===== config.mk =====
export PLATFORM = sky130hd
export DESIGN_NAME = adder_operand_loader
export DESIGN_NICKNAME = d
export VERILOG_FILES = /design/src/rtl/adder_pkg.sv /design/src/rtl/latency_tracker.sv /design/src/rtl/adder_operand_loader.sv
export SDC_FILE = /design/constraint.sdc
export NUM_CORES = 1
export LEC_CHECK = 0
export ABC_AREA = 0
export BUFFER_PORTS_ARGS = -buffer_cell sky130_fd_sc_hd__buf_2
export CORE_MARGIN = 2
export CORE_UTILIZATION = 56
export DETAILED_ROUTE_END_ITERATION = 8
export HOLD_SLACK_MARGIN = 0.12
export PLACE_DENSITY = 0.79
export SETUP_SLACK_MARGIN = 0.5
export SKIP_CTS_REPAIR_TIMING = 1
export SLEW_MARGIN = 20
export SYNTH_ARGS = -nofsm -noshare
export SYNTH_HDL_FRONTEND = slang
export SYNTH_SLANG_ARGS = --single-unit
export TNS_END_PERCENT = 100

===== constraint.sdc =====
create_clock -name clk -period 2.4 [get_ports clk]
set_input_delay 0.6 -clock clk [delete_from_list [all_inputs] [get_ports clk]]
set_output_delay 0.6 -clock clk [all_outputs]
set_load 0.01 [all_outputs]

===== src/rtl/adder_pkg.sv =====
// Shared definitions for the 128-bit adder operand path.
package adder_pkg;

  // Default stream word and operand widths.
  localparam int WORD_W_DEFAULT = 32;
  localparam int OP_W_DEFAULT   = 128;

  // Number of stream words that make up one operand.
  localparam int WORDS_PER_OP = OP_W_DEFAULT / WORD_W_DEFAULT;

  // Cycles from operands presented to sum/cout valid at the adder outputs.
  localparam int ADD_LATENCY_DEFAULT = 10;

  // Operand loader sequencing states.
  typedef enum logic [1:0] {
    LOAD_A = 2'd0,
    LOAD_B = 2'd1,
    ISSUE  = 2'd2
  } state_e;

endpackage


===== src/rtl/latency_tracker.sv =====
// Valid-bit delay line: the output is the input delayed by exactly DEPTH
// flops. Used to align a result strobe with a fixed-latency pipeline.
module latency_tracker #(
  parameter int DEPTH = 10
) (
  input  logic clk,
  input  logic rst_n,
  input  logic valid_in,
  output logic valid_out
);

  logic [DEPTH-1:0] sr_q;
  logic [DEPTH-1:0] sr_d;

  // Next shift-register contents: new bit enters at stage 0.
  always_comb begin
    sr_d    = '0;
    sr_d[0] = valid_in;
    for (int i = 1; i < DEPTH; i++) begin
      sr_d[i] = sr_q[i-1];
    end
  end

  // Shift register; reset drops every in-flight valid bit.
  always_ff @(posedge clk or negedge rst_n) begin
    if (!rst_n) begin
      sr_q <= '0;
    end else begin
      sr_q <= sr_d;
    end
  end

  assign valid_out = sr_q[DEPTH-1];

endmodule


===== src/rtl/adder_operand_loader.sv =====
// Assembles operand A then operand B from a word stream, presents them to
// the adder as registered buses, and flags when the adder result is ready.
module adder_operand_loader
  import adder_pkg::*;
#(
  parameter int WORD_W      = WORD_W_DEFAULT,
  parameter int OP_W        = OP_W_DEFAULT,
  parameter int ADD_LATENCY = ADD_LATENCY_DEFAULT,
  parameter int CNT_W       = 16
) (
  input  logic              clk,
  input  logic              rst_n,
  input  logic              in_valid,
  output logic              in_ready,
  input  logic [WORD_W-1:0] in_data,
  input  logic              in_cin,
  input  logic              clr,
  output logic [OP_W-1:0]   op_a,
  output logic [OP_W-1:0]   op_b,
  output logic              op_cin,
  output logic              op_issue,
  output logic              res_valid,
  output logic              busy,
  output logic [CNT_W-1:0]  issue_count
);

  localparam int WORDS = OP_W / WORD_W;
  localparam int IDX_W = (WORDS > 1) ? $clog2(WORDS) : 1;
  localparam logic [IDX_W-1:0] LAST_IDX = IDX_W'(WORDS - 1);

  state_e           state_q, state_d;
  logic [IDX_W-1:0] idx_q, idx_d;
  logic [OP_W-1:0]  shadow_a_q, shadow_a_d;
  logic [OP_W-1:0]  shadow_b_q, shadow_b_d;
  logic             shadow_cin_q, shadow_cin_d;
  logic [OP_W-1:0]  op_a_q, op_a_d;
  logic [OP_W-1:0]  op_b_q, op_b_d;
  logic             op_cin_q, op_cin_d;
  logic             op_issue_q, op_issue_d;
  logic [CNT_W-1:0] issue_count_q, issue_count_d;

  // Operand B as it will be once the final word lands this cycle.
  logic [OP_W-1:0]  b_full;
  logic             last_word;

  assign last_word = (idx_q == LAST_IDX);

  // Next-state, shadow capture and issue decision.
  always_comb begin
    state_d       = state_q;
    idx_d         = idx_q;
    shadow_a_d    = shadow_a_q;
    shadow_b_d    = shadow_b_q;
    shadow_cin_d  = shadow_cin_q;
    op_a_d        = op_a_q;
    op_b_d        = op_b_q;
    op_cin_d      = op_cin_q;
    op_issue_d    = 1'b0;
    issue_count_d = issue_count_q;

    b_full = shadow_b_q;
    b_full[OP_W-1 -: WORD_W] = in_data;

    case (state_q)
      LOAD_A: begin
        // clr takes priority over a word offered in the same cycle.
        if (clr) begin
          idx_d = '0;
        end else if (in_valid) begin
          for (int k = 0; k < WORDS; k++) begin
            if (idx_q == IDX_W'(k)) begin
              shadow_a_d[k*WORD_W +: WORD_W] = in_data;
            end
          end
          if (idx_q == '0) begin
            shadow_cin_d = in_cin;
          end
          if (last_word) begin
            idx_d   = '0;
            state_d = LOAD_B;
          end else begin
            idx_d = idx_q + IDX_W'(1);
          end
        end
      end

      LOAD_B: begin
        if (clr) begin
          idx_d   = '0;
          state_d = LOAD_A;
        end else if (in_valid) begin
          for (int k = 0; k < WORDS; k++) begin
            if (idx_q == IDX_W'(k)) begin
              shadow_b_d[k*WORD_W +: WORD_W] = in_data;
            end
          end
          if (last_word) begin
            // Final word bypasses the shadow so the pair issues this edge.
            idx_d      = '0;
            op_a_d     = shadow_a_q;
            op_b_d     = b_full;
            op_cin_d   = shadow_cin_q;
            op_issue_d = 1'b1;
            state_d    = ISSUE;
          end else begin
            idx_d = idx_q + IDX_W'(1);
          end
        end
      end

      ISSUE: begin
        // Single-cycle state; clr is deliberately not looked at here.
        issue_count_d = issue_count_q + CNT_W'(1);
        state_d       = LOAD_A;
      end

      default: begin
        state_d = LOAD_A;
        idx_d   = '0;
      end
    endcase
  end

  // State, shadow and output registers.
  always_ff @(posedge clk or negedge rst_n) begin
    if (!rst_n) begin
      state_q       <= LOAD_A;
      idx_q         <= '0;
      shadow_a_q    <= '0;
      shadow_b_q    <= '0;
      shadow_cin_q  <= 1'b0;
      op_a_q        <= '0;
      op_b_q        <= '0;
      op_cin_q      <= 1'b0;
      op_issue_q    <= 1'b0;
      issue_count_q <= '0;
    end else begin
      state_q       <= state_d;
      idx_q         <= idx_d;
      shadow_a_q    <= shadow_a_d;
      shadow_b_q    <= shadow_b_d;
      shadow_cin_q  <= shadow_cin_d;
      op_a_q        <= op_a_d;
      op_b_q        <= op_b_d;
      op_cin_q      <= op_cin_d;
      op_issue_q    <= op_issue_d;
      issue_count_q <= issue_count_d;
    end
  end

  // Result strobe follows the issue pulse through the adder's latency.
  latency_tracker #(
    .DEPTH (ADD_LATENCY)
  ) u_latency_tracker (
    .clk       (clk),
    .rst_n     (rst_n),
    .valid_in  (op_issue_q),
    .valid_out (res_valid)
  );

  assign in_ready    = (state_q != ISSUE);
  assign busy        = (idx_q != '0) || (state_q != LOAD_A);
  assign op_a        = op_a_q;
  assign op_b        = op_b_q;
  assign op_cin      = op_cin_q;
  assign op_issue    = op_issue_q;
  assign issue_count = issue_count_q;

endmodule


**Word level (Yosys, flattened, before mapping)**

Index checks and enable logic that the tools add are counted.

- Bits of input ports: 37
- Word-level logic and storage cells: 63
- Flip-flop bits (word level): 513

- $add $sub $neg: 2
- Eq/ne operators: 12
- Bitwise operators: 2
- Reduce and logical (&&, ||, !) cells: 16
- Mux-type cells: 15

Operator list:

| operator | count |
|---|---|
| $reduce_and A4 Y1 | 8 |
| $mux W2 | 9 |
| $add A16 B1 Y16 const B | 1 |
| $ne A2 B2 Y1 const B | 4 |
| $pmux W2 S2 | 2 |
| $eq A2 B2 Y1 const B | 3 |
| $ne A3 B3 Y1 const B | 2 |
| $reduce_and A5 Y1 | 1 |
| $eq A2 B1 Y1 const B | 2 |
| $logic_not A2 Y1 | 2 |
| $mux W1 | 4 |
| $reduce_bool A2 Y1 | 2 |
| $ne A3 B1 Y1 const B | 1 |
| $add A2 B1 Y2 const B | 1 |
| $not A1 Y1 | 2 |
| $reduce_and A2 Y1 | 1 |
| $reduce_or A2 Y1 | 1 |
| $logic_or A1 B1 Y1 | 1 |

**Depth between registers and ports, before layout**

- Depth in word-level cells: 5
- Mapped depth: 6
- Depth with buffers taken out: 5

**Hierarchy**

From an unflattened synthesis, not the netlist that was laid out.

- Cell total of the unflattened synthesis: 1,121
- Area, all modules: 20,264.4 sq um

Modules (own cells, without submodules):

| module | times used | cells each | seq. area each (sq um) | area each (sq um) |
|---|---|---|---|---|
| adder_operand_loader | 1 | 1,111 | 12,587.1 | 20,014.2 |
| latency_tracker | 1 | 10 | 250.2 | 250.2 |

**Least setup slack after synthesis**

Ideal clock, no wire load.

- Kind: input -> register
- Start: in clr
- End: reg shadow_a_q[0]
- Slack: 342 ps
- Library setup time: 125 ps
- Data required time: 2,275 ps
- Cell stages on the path: 6
- Arrival: 1,933 ps
- Cells stage by stage: clkbuf_2 > nor2b_1 > and3_1 > clkbuf_1 > buf_2 > mux2_2

- Word-level cells in the longest chain between the ends: 2

RTL lines:

| item | RTL line | source |
|---|---|---|
| from (decl) | adder_operand_loader.sv:17 | `input logic clr,` |
| $not A1 Y1 (no line) | - |  |
| $reduce_and A4 Y1 (no line) | - |  |
| to (signal assigned) | adder_operand_loader.sv:140 | `shadow_a_q <= shadow_a_d;` |
| to (decl) | adder_operand_loader.sv:33 | `logic [OP_W-1:0] shadow_a_q, shadow_a_d;` |

Every way passes these cells.
A chain may end at the register's enable or synchronous reset.

**Worst setup path after layout**

- Start: reg idx_q[1]
- End: out busy

- Word-level cells in the longest chain between the ends: 2

RTL lines:

| item | RTL line | source |
|---|---|---|
| from (decl) | adder_operand_loader.sv:32 | `logic [IDX_W-1:0] idx_q, idx_d;` |
| from (signal assigned) | adder_operand_loader.sv:139 | `idx_q <= idx_d;` |
| $reduce_bool A2 Y1 | adder_operand_loader.sv:162 | `assign busy = (idx_q != '0) \|\| (state_q != LOAD_A);` |
| $logic_or A1 B1 Y1 | adder_operand_loader.sv:162 |  |
| to (decl) | adder_operand_loader.sv:23 | `output logic busy,` |

Every way passes these cells.

==> out/results.ini <==
[outcome]
run_status=completed

[worst_setup_path]
critical_path_arrival_ps=1400
end_kind=output port
worstPathBufferInverterCount=2
required_ps=1800
cpPeakStageDelay_ps=440
critical_path_class=flip-flop to output port
worst-path-max-fanout=4
crit_path_top_delay_cell=dfrtp_2
timing.critical_path.from_type=flip-flop
critical_path.cell_chain=inv_2, ha_4, nand2_2, buf_6
critPathTopFamily=flip-flops

[floorplan]
placement_rows=67
die_area_mm2=0.0356
die_height_um=189
boundaryPins=314
chipWidth_um=189
floorplan.initialDensity_pct=57.0
placeableCoreArea_mm2=0.0335

[logic_synthesis]
postSynthCellCount=1123
synth_largest_type_area_fraction_pct=67.2
post_synth.cell_area_avg_um2=17.0
dominantRegCellSynth=dfrtp_1
number_of_flip_flops_and_latches_in_the_synthesized_netlist=513
synth_seq_area_share_pct=67.2
syn_nets=1165
syn-cell-area_mm2=0.0191
synth_enable_flop_cells=0
synth_unique_cells=29
ys_async_sr_fraction_pct=100
synth.area.top_cells=dfrtp_1 (67%), mux2_2 (15%), mux2_1 (13%), buf_4 (0.98%), buf_2 (0.65%)
yosys_warnings=0
yosys.area.top_type=dfrtp_1

[global_route]
grt_pass1_wl_mm=65.1
grt_use_total_pct=23.6
number_of_global_route_vias_before_repair=11400
globalRoute.totalOverflow=0
grt_max_degree=60
antenna_found_initial=1

[power]
static-leakage-power_nw=12.9
power.ir.vdd_worst_mv=0.726
p_per_area_mw_per_mm2=799

[cts]
cts_tree=built
cts_root_buf=clkbuf_16
worst_setup_hold_path_clk_slew_ps=60
clock_sinks=513
tritoncts.num_buffers=50
clk_latency_ps=560
clockBufferDepth=3
cts_htree_levels=2

[routing]
drtIter0Drc=516
wl_met2_mm=21.1
postRouteAntennaNets=0
top_layer_used=met4
postRouteWirelength_mm=42.9
detailroute.via_count=10900
post_drt_wl_per_cell_um=21.6
route.layer.met1.wl_mm=18.0
drc=0
detail_route.first_pass.iterations=4
via_per_inst=5.48
met3_length_mm=2.66

[timing]
setup-violations-final=0
layout_min_cycle_time_ps=2000
pin_slew_with_the_least_headroom_to_its_limit_ps=557
rsz0062_at_grt=yes
report.final.slew_viol_count=0
fmax_ghz=0.499
finalHoldWorstSlack_ps=290
timing.setup.tns_ps=0
clock-skew-final_ps=18.5
worst_slew_margin_rel_pct=62.5
final-hold-violation-count=0
fin_crit_share_pct=83.5
postLayoutSetupSlackWorst_ps=396

[place]
post_dp_cell_area_mm2=0.0215
place_worst_setup_slack_ps=237
io_buffers=313
place_hpwl_mm=27.2
gp_congestion=0.788

[finish]
finish.instance_area_mm2=0.0236
finalNetCount=1545
postLayoutCoreUtil_pct=70.4
final_layout_size_suffix_gt1_share_pct=48.3
synthToLayoutAreaGrowth_pct=23.5

[run]
maxCapViolCount=0

[worst_hold_path]
holdCritPathClass=input pin to flip-flop

[metrics by stage]
stage | std cells | total power [W]
after floorplan | 1123 | 0.0105
after global placement | 1871 | 0.0110
after detailed placement | 1871 | 0.0111
after CTS | 1961 | 0.0190
after global routing | 1990 | 0.0196
final | 1990 | 0.0189
[metal layers]
metal	vias up	GRT usage, %
li1	4721	-
met1	5805	31.1
met2	294	38.8
met3	77	5.83
met4	0	7.57
met5	-	0
[placed cells by master (no fill, tap or decap), types with 2 or more instances in the layout]
cell type	synthesis	routed
nor3b_1	2	2
clkbuf_16	0	55
nor2b_4	0	2
xor2_1	6	6
nand2_1	7	6
mux2_1	222	222
buf_2	25	310
nor2_1	6	5
clkbuf_8	0	13
ha_1	5	3
nand3b_1	2	2
bufinv_16	0	4
clkbuf_1	6	12
dfrtp_2	0	2
inv_2	0	3
nor3_1	2	2
nand4_1	5	5
buf_6	0	8
dfrtp_1	513	511
buf_4	25	37
and3_2	0	6
mux2_2	261	261
buf_12	0	23
inv_1	5	2
xnor2_1	11	11
clkinv_2	0	8
[cells in the mapped netlist (all sizes together) (5+ instances only)]
master,instances
and3,6
clkbuf,7
buf,50
ha,5
nand2,7
mux2,483
nand4,5
dfrtp,513
nor2,6
xor2,6
xnor2,11
inv,5
[cell type report]
type | count | area (um^2)
sequential | 513 | 12800
fill | 2193 | 9930
multi-input combinational | 548 | 5970
timing repair buffer | 385 | 2530
clock buffer | 76 | 1500
tap | 448 | 561
clock inverter | 14 | 176
inverter | 5 | 18.8
antenna | 1 | 2.50
[report_power, final]
group | total [W] | internal [W] | switching (W) | leakage, nW
sequential | 0.00978 | 0.00940 | 0.000381 | 6.96
combinational | 0.00120 | 0.000672 | 0.000527 | 5.09
clock | 0.00788 | 0.00472 | 0.00316 | 0.829
[registers in the layout (all words and copies together) (netlist names)]
name and count:
u_latency_tracker.sr_q 10, op_cin 1, op_issue 1, op_a 128, shadow_a_q 128, op_b 128
shadow_cin_q 1, state_q 2, shadow_b_q 96, idx_q 2, issue_count 16
[worst paths after layout]
path / startpoint / depth (start not counted) / to / slack [ps]
max: idx_q[1] / 4 / busy / 400
min: in_cin / 2 / shadow_cin_q / 290
max reg2reg: state_q[1] / 6 / op_a[61] / 470
min reg2reg: u_latency_tracker.sr_q[8] / 0 / u_latency_tracker.sr_q[9] / 350
max in group asynchronous: rst_n / 3 / shadow_a_q[24] / 1060
min in group asynchronous: rst_n / 2 / u_latency_tracker.sr_q[9] / 590
[kinds of logic after synthesis]
logic type / share of synthesized area [%]
AOI/OAI and AO/OA: 0.0720
xor gates and xnor gates: 0.779
adders and majority gates: 0.327
buffers and inverters: 1.88
DFF: 67.2
muxes: 28.5
and+or+nand+nor: 1.31
[worst reg2reg max path, stage by stage, from the launching register on]
cell	delay, ps
dfrtp_1	400
nor2b_2	250
nor3b_4	240
buf_4	170
buf_12	150
buf_4	240
mux2_1	370
No activity file was read; power rests on OpenSTA's default activity.
